## config.mk

```make
export PLATFORM = sky130hd
export DESIGN_NAME = batcharger_ctrl
export DESIGN_NICKNAME = d
export VERILOG_FILES = /design/src/rtl/batcharger_ctrl.sv
export SDC_FILE = /design/constraint.sdc
export NUM_CORES = 1
export LEC_CHECK = 0
export ABC_AREA = 0
export BUFFER_PORTS_ARGS = -buffer_cell sky130_fd_sc_hd__buf_2
export CAP_MARGIN = 40
export CORE_MARGIN = 3
export CORE_UTILIZATION = 60
export DETAILED_ROUTE_END_ITERATION = 7
export GPL_ROUTABILITY_DRIVEN = 0
export GPL_TIMING_DRIVEN = 0
export PLACE_DENSITY = 0.85
export SLEW_MARGIN = 40
export SYNTH_ARGS = -nofsm -noshare
export SYNTH_HDL_FRONTEND = slang
export SYNTH_SLANG_ARGS = --single-unit
```

## constraint.sdc

```tcl
create_clock -name clk -period 5.4 [get_ports clk]
set_clock_uncertainty 0.1 [all_clocks]
set_input_delay 1.62 -clock clk [delete_from_list [all_inputs] [get_ports clk]]
set_output_delay 1.62 -clock clk [all_outputs]
set_load 0.005 [all_outputs]
```

## src/rtl/batcharger_ctrl.sv

```systemverilog
// batcharger_ctrl
//   Charge-control FSM for the BATCHARGER pad ring. Consumes ADC samples of
//   battery voltage, temperature and charge current, and sequences
//   PRECHARGE -> CC -> CV -> DONE with temperature-fault and timeout
//   supervision. Drives the charger core enable and capacity select pads.
//
// Ports
//   clk        system clock
//   rstz       asynchronous active-low reset
//   start      one-cycle charge request, honoured only in IDLE
//   stop       abort/clear request, honoured in every state
//   cfg_sel    battery capacity code, latched on an accepted start
//   adc_valid  strobe qualifying vbat/vtemp/ibat
//   vbat       battery voltage sample
//   vtemp      normalised temperature sample
//   ibat       charge current sample
//   en         charger core enable (PRE, CC, CV)
//   sel        capacity selection (0 in PRE, latched code in CC/CV)
//   state      IDLE=0 CHECK=1 PRE=2 CC=3 CV=4 DONE=5 FAULT=6
//   done       high while in DONE
//   fault      high while in FAULT
module batcharger_ctrl #(
  parameter int unsigned ADC_W = 8,
  parameter int unsigned DEB   = 3,
  parameter int unsigned VPRE  = 96,
  parameter int unsigned VCV   = 200,
  parameter int unsigned VRCH  = 190,
  parameter int unsigned ITERM = 10,
  parameter int unsigned TMIN  = 40,
  parameter int unsigned TMAX  = 200,
  parameter int unsigned TMR_W = 20,
  parameter logic [TMR_W-1:0] PRE_TMO = 20'hFFFFF,
  parameter logic [TMR_W-1:0] CV_TMO  = 20'hFFFFF
) (
  input  logic             clk,
  input  logic             rstz,
  input  logic             start,
  input  logic             stop,
  input  logic [3:0]       cfg_sel,
  input  logic             adc_valid,
  input  logic [ADC_W-1:0] vbat,
  input  logic [ADC_W-1:0] vtemp,
  input  logic [ADC_W-1:0] ibat,
  output logic             en,
  output logic [3:0]       sel,
  output logic [2:0]       state,
  output logic             done,
  output logic             fault
);

  localparam int unsigned DEB_W = (DEB < 1) ? 1 : $clog2(DEB + 1);

  localparam logic [ADC_W-1:0] VPRE_C  = ADC_W'(VPRE);
  localparam logic [ADC_W-1:0] VCV_C   = ADC_W'(VCV);
  localparam logic [ADC_W-1:0] VRCH_C  = ADC_W'(VRCH);
  localparam logic [ADC_W-1:0] ITERM_C = ADC_W'(ITERM);
  localparam logic [ADC_W-1:0] TMIN_C  = ADC_W'(TMIN);
  localparam logic [ADC_W-1:0] TMAX_C  = ADC_W'(TMAX);
  localparam logic [DEB_W-1:0] DEB_MAX  = DEB_W'(DEB);
  localparam logic [DEB_W-1:0] DEB_LAST = DEB_W'(DEB - 1);
  localparam logic [TMR_W-1:0] PRE_LAST = PRE_TMO - TMR_W'(1);
  localparam logic [TMR_W-1:0] CV_LAST  = CV_TMO - TMR_W'(1);

  typedef enum logic [2:0] {
    IDLE  = 3'd0,
    CHECK = 3'd1,
    PRE   = 3'd2,
    CC    = 3'd3,
    CV    = 3'd4,
    DONE  = 3'd5,
    FAULT = 3'd6
  } state_t;

  state_t             state_q, state_d;
  logic [3:0]         sel_q, sel_q_d;
  logic [DEB_W-1:0]   deb_q, deb_d;
  logic [TMR_W-1:0]   tmr_q, tmr_d;
  logic               en_q, done_q, fault_q;
  logic [3:0]         sel_out_q;

  logic               temp_bad;
  logic               qual;
  logic               deb_hit;

  always_ff @(posedge clk or negedge rstz) begin
    if (!rstz) begin
      state_q   <= IDLE;
      sel_q     <= '0;
      deb_q     <= '0;
      tmr_q     <= '0;
      en_q      <= 1'b0;
      sel_out_q <= '0;
      done_q    <= 1'b0;
      fault_q   <= 1'b0;
    end else begin
      state_q   <= state_d;
      sel_q     <= sel_q_d;
      deb_q     <= deb_d;
      tmr_q     <= tmr_d;
      // Outputs are registered from the next state so they change on the
      // same edge as the state register.
      en_q      <= (state_d == PRE) || (state_d == CC) || (state_d == CV);
      sel_out_q <= ((state_d == CC) || (state_d == CV)) ? sel_q_d : '0;
      done_q    <= (state_d == DONE);
      fault_q   <= (state_d == FAULT);
    end
  end

  always_comb begin
    state_d  = state_q;
    sel_q_d  = sel_q;
    deb_d    = deb_q;
    tmr_d    = (tmr_q == '1) ? tmr_q : tmr_q + TMR_W'(1);
    qual     = 1'b0;
    temp_bad = adc_valid && ((vtemp < TMIN_C) || (vtemp > TMAX_C));

    case (state_q)
      PRE:     qual = (vbat >= VPRE_C);
      CC:      qual = (vbat >= VCV_C);
      CV:      qual = (ibat <= ITERM_C);
      DONE:    qual = (vbat < VRCH_C);
      default: qual = 1'b0;
    endcase

    // The DEB-th qualifying sample completes the debounce on this edge.
    deb_hit = adc_valid && qual && (deb_q == DEB_LAST);

    if (adc_valid) begin
      if (qual) begin
        deb_d = (deb_q == DEB_MAX) ? deb_q : deb_q + DEB_W'(1);
      end else begin
        deb_d = '0;
      end
    end

    case (state_q)
      IDLE: begin
        if (start) begin
          sel_q_d = cfg_sel;
          state_d = CHECK;
        end
      end
      CHECK: begin
        if (temp_bad) begin
          state_d = FAULT;
        end else if (adc_valid) begin
          if (vbat < VPRE_C)      state_d = PRE;
          else if (vbat < VCV_C)  state_d = CC;
          else                    state_d = CV;
        end
      end
      PRE: begin
        if (temp_bad || (tmr_q == PRE_LAST)) state_d = FAULT;
        else if (deb_hit)                    state_d = CC;
      end
      CC: begin
        if (temp_bad)     state_d = FAULT;
        else if (deb_hit) state_d = CV;
      end
      CV: begin
        if (temp_bad)                          state_d = FAULT;
        else if ((tmr_q == CV_LAST) || deb_hit) state_d = DONE;
      end
      DONE: begin
        if (temp_bad)     state_d = FAULT;
        else if (deb_hit) state_d = CC;
      end
      FAULT:   state_d = FAULT;
      default: state_d = IDLE;
    endcase

    if (stop) begin
      state_d = IDLE;
    end

    // Every state change, including a stop, restarts debounce and timer.
    if (stop || (state_d != state_q)) begin
      deb_d = '0;
      tmr_d = '0;
    end
  end

  assign state = state_q;
  assign en    = en_q;
  assign sel   = sel_out_q;
  assign done  = done_q;
  assign fault = fault_q;

endmodule

```

==> results of run 1 <==
==> power by group <==
group | total [mW] | internal, mW | leakage [nW] | switching, mW
Sequential | 0.348 | 0.322 | 0.488 | 0.0260
Combinational | 0.501 | 0.203 | 0.650 | 0.298
Clock | 0.255 | 0.163 | 0.0645 | 0.0924
Total | 1.10 | 0.688 | 1.20 | 0.416
==> layout make-up <==
type                    instances  area (um2)  area share
well taps                      48        60.1      0.0215
clock buffers                   7        96.3      0.0345
repair buffers                 41         208      0.0743
inverters                      10        37.5      0.0134
clock inverters                 1        30.0      0.0107
flip-flops and latches         36         901       0.322
plain buffers                  11        82.6      0.0295
multi-input cells             181        1380       0.494
==> final timing paths <==
kind	to	cells past startpoint	startpoint	slack, ns
worst max-delay path	tmr_q[0]	10	adc_valid	1.73
worst min-delay path	sel_q[2]	1	sel_q[2]	0.40
worst max register to register	tmr_q[1]	8	state[2]	2.74
worst min register to register	sel_q[2]	1	sel_q[2]	0.40
max in group asynchronous	done	1	rstz	3.71
min in group asynchronous	tmr_q[10]	1	rstz	1.17
==> routing by layer <==
metal	vias to the layer above	track usage	routed length, um
met5	-	0	0
met4	0	0.111	100
met3	12	0.0507	302
met2	64	0.372	2640
met1	974	0.271	2100
li1	973	-	-
==> through the flow <==
step | instances | area, um2 | hold slack [ns]
after floorplan | 238 | 2400 | 0.367
after global placement | 327 | 2670 | 0.374
after detailed placement | 327 | 2670 | 0.383
after CTS | 335 | 2790 | 0.398
after global routing | 335 | 2800 | 0.410
final | 335 | 2800 | 0.396
==> registers in the layout, indices dropped and copies added (netlist names) <==
register  flops
state         3
en            1
deb_q         2
fault         1
done          1
sel           4
tmr_q        20
sel_q         4
==> synthesized netlist by cell type, types with 3 or more instances <==
master	number	area share
dfrtp_1	36	0.37
nand2_1	22	0.034
nor3_2	19	0.079
nor2_1	13	0.020
xor2_1	11	0.040
inv_1	10	0.016
nor3_1	10	0.021
nand4_1	9	0.023
a21oi_1	8	0.017
nand3_1	8	0.017
o21ai_0	7	0.015
xnor2_1	6	0.022
buf_6	5	0.023
a211oi_1	4	0.013
a21boi_0	4	0.013
ha_1	4	0.021
mux2_2	4	0.019
and2_1	3	0.0078
buf_2	3	0.0062
clkbuf_1	3	0.0047
o211ai_1	3	0.0094
o211ai_2	3	0.016
==> kinds of logic after synthesis <==
group | Yosys count
and+or+nand+nor | 105
AOI/OAI and AO/OA | 51
DFF | 36
buffers and inverters | 21
xor gates and xnor gates | 17
muxes | 4
adders and majority gates | 4
==> impl_metrics.py, run 1 <==
metrics = {
    "route": {
        "vias_per_cell": 6.04,
        "ant_nets": 0,
        "drt_pass1_iterations": 4,
        "drc": 0,
        "wl_um": 5140,
        "wire_per_inst_um": 15.3,
        "vias": 2023,
        "drt_iter0_drc": 179,
    },
    "timing": {
        "min_period_ns": 3.67,
        "setup-violations-final": 0,
        "layout_setup_ws_ns": 1.73,
        "relSlewSlack": 0.571,
        "rsz0062_at_grt": "no",
        "fin_setup_tns_ns": 0,
        "final-hold-violation-count": 0,
        "drv_slew": 0,
        "worst_pin_slew_ns": 0.639,
        "finalCritPeriodShare": 0.680,
        "fmax_mhz": 272,
    },
    "critical_path": {
        "cp-end-kind": "flop",
        "path_cells": "buf_2 > clkbuf_1 > nand2_1 > a32o_1 > a32oi_2 > o211ai_2 > nor4_4 > o221ai_2 > buf_6 > nor3_2",
        "worstPathMaxFanout": 10,
        "slowest_delay_ns": 0.40,
        "critPathBufInv": 3,
        "start_kind": "primary input",
        "crit_slowest_cell": "nor4_4",
        "cp.required_ns": 5.50,
        "cp.arrival_ns": 3.78,
        "worstSetupPathType": "in2reg",
        "path_delay_family": "compound AO/OA/AOI/OAI gates",
    },
    "global_routing": {
        "antenna_found_initial": 0,
        "track_usage": 0.223,
        "grt_pass1_wl_um": 8710,
        "gr-total-overflow": 0,
        "grt_max_degree": 37,
        "grt_pass1_vias": 1989,
    },
    "cts": {
        "clockBufferDepth": 2,
        "post_cts_buffers": 0,
        "clkSinkCount": 36,
        "insertion_delay_ns": 0.29,
        "cts_hold_buf": 0,
        "clk_pin_slew_ns": 0.07,
        "cts_buffers": 5,
        "clockRootBuffer": "clkbuf_8",
        "ctsHtreeMaxLevel": 2,
        "cts_tree": "done",
        "cts_resized": 0,
    },
    "floorplan": {
        "io_pins": 43,
        "core_um2": 3770,
        "start_util": 0.637,
        "dieArea_um2": 4800,
        "fp-row-count": 22,
        "die_x_um": 69.3,
        "fp.dieH_um": 69.3,
    },
    "final_layout": {
        "layout.cells.most_common": "buf_2",
        "final_nets": 323,
        "final_util": 0.742,
        "layout-drive-gt1-share": 0.345,
        "area.growth.synth_to_final_pct": 16.4,
        "diodes": 0,
        "final_cell_mix": "buf_2 (43), dfrtp_1 (36), nand2_1 (22)",
        "num-fill-cells": 276,
    },
    "run": {
        "cap_violations": 0,
    },
    "power_and_ir_drop": {
        "peakVddDrop_mv": 0.268,
        "powerDensity_nw_per_um2": 395,
        "p_leak_nw": 1.20,
        "total_power_mw": 1.10,
    },
    "synthesis": {
        "synthXorXnorAreaFrac": 0.0620,
        "synth_seq_cells": 36,
        "yosys.area_share.adder": 0.0208,
        "syn-cell-area_um2": 2400,
        "yosys.area_share.simple": 0.289,
        "ys_types": 59,
        "avgSynthCellArea_um2": 10.1,
        "synth_compound_area_frac": 0.185,
        "synthFlopType": "dfrtp_1",
        "synth_edf_count": 0,
        "async_flop_share": 1.00,
        "synth_top_family_by_area": "simple AND/OR/NAND/NOR gates",
        "yosys_warnings": 0,
        "synth_cells": 238,
        "yosysSeqAreaShare": 0.375,
        "yosys-mux-area-fraction": 0.0188,
        "syn_nets": 275,
    },
    "outcome": {
        "status": "finished, final reports clean",
    },
    "place": {
        "port_buffers": 41,
        "dp_slack_ns": 1.48,
        "dp_hpwl_um": 3770,
    },
    "min_path": {
        "hp-class": "reg2reg",
    },
}
Power figures use the tool's default switching activity.
==> run 2, diff against run 1 <==
--- a/config.mk
+++ b/config.mk
@@ -9,11 +9,11 @@
 export BUFFER_PORTS_ARGS = -buffer_cell sky130_fd_sc_hd__buf_2
 export CAP_MARGIN = 40
 export CORE_MARGIN = 3
-export CORE_UTILIZATION = 60
+export CORE_UTILIZATION = 51
 export DETAILED_ROUTE_END_ITERATION = 7
 export GPL_ROUTABILITY_DRIVEN = 0
 export GPL_TIMING_DRIVEN = 0
-export PLACE_DENSITY = 0.85
+export PLACE_DENSITY = 0.77
 export SLEW_MARGIN = 40
 export SYNTH_ARGS = -nofsm -noshare
 export SYNTH_HDL_FRONTEND = slang
==> constraint.sdc (replaced) <==
create_clock -name clk -period 3.35 [get_ports clk]
set_clock_uncertainty 0.1 [all_clocks]
set_input_delay 1.005 -clock clk [delete_from_list [all_inputs] [get_ports clk]]
set_output_delay 1.005 -clock clk [all_outputs]
set_load 0.005 [all_outputs]
==> impl_metrics.py, run 2 (synthesis results as in run 1) <==
metrics = {
    "route": {
        "wire_per_inst_um": 14.8,
        "met1Wirelength_um": 2320,
        "vias_per_cell": 5.79,
        "wl_um": 5010,
        "drt_iter0_drc": 244,
        "vias": 1962,
        "drc": 0,
        "drt_pass1_iterations": 4,
        "route.met2.wl_um": 2340,
        "highest_layer": "met4",
        "ant_nets": 0,
        "wl_met3_um": 241,
    },
    "power_and_ir_drop": {
        "p_leak_nw": 1.19,
        "power_switching_mw": 0.675,
        "sw_frac_of_total": 0.401,
        "seq_power_share": 0.334,
        "p_clk_frac": 0.189,
        "powerDensity_nw_per_um2": 609,
        "peakVddDrop_mv": 0.584,
        "p_comb_frac": 0.477,
        "intPower_mw": 1.01,
    },
    "cts": {
        "clk_pin_slew_ns": 0.07,
        "cts_hold_buf": 0,
        "insertion_delay_ns": 0.29,
        "clkSinkCount": 36,
        "cts_tree": "done",
        "post_cts_buffers": 0,
        "cts_resized": 0,
        "clockRootBuffer": "clkbuf_8",
        "cts_buffers": 5,
        "clockBufferDepth": 2,
        "ctsHtreeMaxLevel": 2,
    },
    "global_routing": {
        "grt_pass1_vias": 1899,
        "antenna_found_initial": 0,
        "track_usage": 0.206,
        "gr-total-overflow": 0,
        "grt_max_degree": 37,
        "grt_pass1_wl_um": 8800,
    },
    "final_layout": {
        "max_flop_register": "tmr_q",
        "diodes": 0,
        "final_cell_mix": "buf_2 (43), dfrtp_1 (36), nand2_1 (22)",
        "layout.cells.most_common": "buf_2",
        "layout-drive-gt1-share": 0.345,
        "stdcell_count": 339,
        "largest_register_ffs": 20,
        "final_nets": 323,
        "area.growth.synth_to_final_pct": 15.2,
    },
    "run": {
        "cap_violations": 0,
    },
    "critical_path": {
        "slowest_delay_ns": 0.55,
        "worstSetupPathType": "in2reg",
        "cp.required_ns": 3.41,
        "path_cells": "buf_2 > clkbuf_1 > nand2_1 > a32o_1 > a32oi_2 > o211ai_2 > o41a_2 > nand4b_1 > a21boi_0",
        "cp.arrival_ns": 3.13,
        "worstPathMaxFanout": 10,
        "crit_slowest_cell": "o41a_2",
        "start_kind": "primary input",
        "path_delay_family": "compound AO/OA/AOI/OAI gates",
        "critPathBufInv": 2,
        "cp-end-kind": "flop",
    },
    "place": {
        "port_buffers": 41,
        "dp_hpwl_um": 3740,
        "dp_cells": 331,
    },
    "floorplan": {
        "start_util": 0.541,
        "core_um2": 4440,
        "fp-row-count": 24,
        "io_pins": 43,
        "fp.dieH_um": 74.6,
        "dieArea_um2": 5570,
        "die_x_um": 74.6,
    },
    "timing": {
        "drv_slew": 0,
        "worst_pin_slew_ns": 0.636,
        "rsz0062_at_grt": "no",
        "min_period_ns": 3.07,
        "fin_setup_tns_ns": 0,
        "fmax_mhz": 326,
        "final-hold-violation-count": 0,
        "setup-violations-final": 0,
        "relSlewSlack": 0.573,
        "finalCritPeriodShare": 0.917,
    },
    "min_path": {
        "hp-class": "reg2reg",
    },
    "outcome": {
        "status": "finished, final reports clean",
    },
}
==> run 2: cell types whose count changed in the layout (fill, tap and decap cells not counted), sizes merged <==
cell    delta
clkinv     +2
clkbuf     -1
bufinv     -1
==> run 2: final cells by class <==
type                       instances  area, um2
timing repair buffer              41        208
fill                             388       1680
clock buffer                       6       82.6
multi-input combinational        181       1380
buffer                            11       82.6
sequential                        36        901
clock inverter                     2       10.0
inverter                          10       37.5
tap                               52       65.1
==> run 2: final timing paths <==
check,startpoint,endpoint,slack (ns),depth (start not counted)
max in group asynchronous,rstz,tmr_q[17],2.26,1
hold / removal,sel_q[2],sel_q[2],0.40,1
hold reg to reg,sel_q[2],sel_q[2],0.40,1
min in group asynchronous,rstz,tmr_q[4],0.56,1
setup / recovery,adc_valid,sel[1],0.28,9
setup reg to reg,state[0],sel[1],0.69,8
==> run 2: routing by layer <==
| layer | up-vias | track usage |
|---|---|---|
| met4 | 0 | 0.0909 |
| met2 | 48 | 0.319 |
| met3 | 15 | 0.0427 |
| met5 | - | 0 |
| met1 | 920 | 0.280 |
| li1 | 979 | - |
==> run 2: through the flow <==
stage	util	worst slack [ns]	instance area (um2)	power [mW]	hold slack, ns
after floorplan	-	0.411	2400	1.17	0.367
after global placement	0.601	0.0440	2670	1.36	0.375
after detailed placement	0.601	0.0105	2670	1.37	0.383
after CTS	0.622	0.328	2770	1.70	0.399
after global routing	0.623	0.0909	2770	1.81	0.405
final	0.623	0.279	2770	1.68	0.398
==> run 2: power groups by stage <==
| stage | Clock (mW) | Combinational [mW] | Sequential (mW) |
|---|---|---|---|
| after global routing | 0.354 | 0.884 | 0.573 |
| final | 0.319 | 0.804 | 0.562 |
| after global placement | 0 | 0.787 | 0.570 |
| after detailed placement | 0 | 0.801 | 0.570 |
| after floorplan | 0 | 0.594 | 0.572 |
| after CTS | 0.332 | 0.805 | 0.563 |
==> run 2: worst register-to-register path: stages (launching register included) <==
cell,delay [ns]
dfrtp_1,0.39
buf_6,0.14
nor4b_2,0.32
o211ai_2,0.21
a32oi_2,0.28
o211ai_2,0.18
o41a_2,0.55
nand4b_1,0.22
a21boi_0,0.13
==> run 3, diff against run 2 <==
--- a/config.mk
+++ b/config.mk
@@ -8,12 +8,14 @@
 export ABC_AREA = 0
 export BUFFER_PORTS_ARGS = -buffer_cell sky130_fd_sc_hd__buf_2
 export CAP_MARGIN = 40
+export CORE_ASPECT_RATIO = 2
 export CORE_MARGIN = 3
 export CORE_UTILIZATION = 51
 export DETAILED_ROUTE_END_ITERATION = 7
 export GPL_ROUTABILITY_DRIVEN = 0
 export GPL_TIMING_DRIVEN = 0
-export PLACE_DENSITY = 0.77
+export PLACE_DENSITY = 0.82
+export RECOVER_POWER = 25
 export SLEW_MARGIN = 40
 export SYNTH_ARGS = -nofsm -noshare
 export SYNTH_HDL_FRONTEND = slang
==> impl_metrics.py, run 3 (synthesis results as in run 1) <==
metrics = {
    "min_path": {
        "worst_hold_path.endpoint": "sel_q[3]",
        "hp-class": "reg2reg",
        "min_from": "sel_q[3]",
        "hold_depth": 1,
    },
    "floorplan": {
        "die_x_um": 54.5,
        "fp.dieH_um": 103,
        "start_util": 0.538,
        "dieArea_um2": 5620,
        "io_pins": 43,
        "core_um2": 4470,
        "fp-row-count": 34,
    },
    "timing": {
        "min_period_ns": 3.06,
        "setup-violations-final": 0,
        "relSlewSlack": -0.257,
        "finalCritPeriodShare": 0.914,
        "fin_hold_ws_ns": 0.395,
        "fin_setup_tns_ns": 0,
        "drv_slew": 37,
        "rsz0062_at_grt": "no",
        "final-hold-violation-count": 0,
        "fmax_mhz": 326,
        "worst_pin_slew_ns": 1.89,
    },
    "power_and_ir_drop": {
        "peakVddDrop_mv": 0.417,
        "powerDensity_nw_per_um2": 631,
        "sw_frac_of_total": 0.392,
        "seq_power_share": 0.321,
        "power_switching_mw": 0.689,
        "p_clk_frac": 0.214,
        "p_leak_nw": 1.19,
        "p_comb_frac": 0.465,
        "intPower_mw": 1.07,
    },
    "route": {
        "wl_um": 5540,
        "vias": 2053,
        "drt_pass1_iterations": 6,
        "ant_nets": 0,
        "drt_iter0_drc": 43,
        "vias_per_cell": 6.02,
        "wire_per_inst_um": 16.2,
        "drc": 0,
    },
    "critical_path": {
        "worstSetupPathType": "in2reg",
        "reg2reg_setup_slack_ns": 0.68,
        "cp.required_ns": 3.46,
        "worstPathMaxFanout": 10,
        "reg2reg_depth": 9,
        "reg2reg_to": "tmr_q[18]",
        "cp-startpoint": "adc_valid",
        "start_kind": "primary input",
        "cp-end-kind": "flop",
        "r2r-start": "state[2]",
        "cp.arrival_ns": 3.17,
    },
    "run": {
        "cap_violations": 1,
    },
    "final_layout": {
        "final_nets": 323,
        "stdcell_count": 341,
        "final_cell_mix": "buf_2 (43), dfrtp_1 (36), nand2_1 (22)",
        "area.growth.synth_to_final_pct": 15.8,
        "diodes": 0,
        "largest_register_ffs": 20,
        "layout.cells.most_common": "buf_2",
        "fin_area_um2": 2780,
        "layout-drive-gt1-share": 0.338,
        "max_flop_register": "tmr_q",
    },
    "global_routing": {
        "gr-total-overflow": 0,
        "grt_pass1_vias": 2100,
        "grt_max_degree": 37,
        "track_usage": 0.220,
        "antenna_found_initial": 0,
        "grt_pass1_wl_um": 9100,
    },
    "cts": {
        "cts_buffers": 5,
        "cts_hold_buf": 0,
        "clockRootBuffer": "clkbuf_8",
        "clk_pin_slew_ns": 0.07,
        "cts_tree": "done",
        "ctsHtreeMaxLevel": 2,
        "clockBufferDepth": 2,
        "clkSinkCount": 36,
        "insertion_delay_ns": 0.29,
        "cts_resized": 0,
        "post_cts_buffers": 0,
    },
    "place": {
        "dp_hpwl_um": 4220,
        "port_buffers": 41,
        "dp_cells": 333,
        "placed_area_um2": 2680,
    },
    "outcome": {
        "status": "complete, but fails checks",
        "violations": "max-capacitance violations, max-slew violations",
    },
}
[run 3: final cells by class]
class / instances / area [um2]
well taps: 54 / 67.6
flip-flops and latches: 36 / 901
plain buffers: 11 / 82.6
clock inverters: 2 / 35.0
inverters: 10 / 37.5
clock buffers: 6 / 72.6
multi-input cells: 181 / 1380
fillers: 394 / 1690
repair buffers: 41 / 204
[run 3: worst max-delay path, cell delays in order]
cell and delay, ns:
buf_2 0.08, clkbuf_1 0.34, nand2_1 0.17, a32o_1 0.25, a32oi_2 0.18, o211ai_2 0.19, nor4_4 0.39, o221ai_2 0.19
buf_6 0.19, nor3_2 0.18
[run 3: stage by stage]
stage,util,total power [mW],worst slack (ns)
global route,0.623,1.86,0.192
floorplan,-,1.17,0.411
CTS,0.623,1.76,0.339
global placement,0.599,1.37,0.0588
finish,0.623,1.76,0.287
detailed placement,0.599,1.39,0.0444
[run 3: per-layer routing]
layer / share of wire / vias to the layer above / track usage
li1: - / 969 / -
met1: 0.34 / 998 / 0.199
met2: 0.56 / 61 / 0.399
met3: 0.043 / 25 / 0.0535
met4: 0.053 / 0 / 0.154
met5: 0 / - / 0
[run 3: power by group through the flow]
stage | Clock [mW] | Sequential [mW] | Combinational, mW
5_1_grt | 0.400 | 0.572 | 0.889
2_1_floorplan | 0 | 0.572 | 0.594
4_1_cts | 0.383 | 0.565 | 0.814
3_3_place_gp | 0 | 0.570 | 0.798
6_report | 0.375 | 0.564 | 0.817
3_5_place_dp | 0 | 0.573 | 0.812
[run 3: worst max-delay path by stage]
stage | to | slack, ns | depth (start not counted)
3_5_place_dp | sel[3] | 0.04 | 9
3_3_place_gp | sel[0] | 0.06 | 9
5_1_grt | sel[3] | 0.19 | 7
4_1_cts | tmr_q[11] | 0.34 | 10
2_1_floorplan | tmr_q[1] | 0.41 | 8
6_report | tmr_q[11] | 0.29 | 10
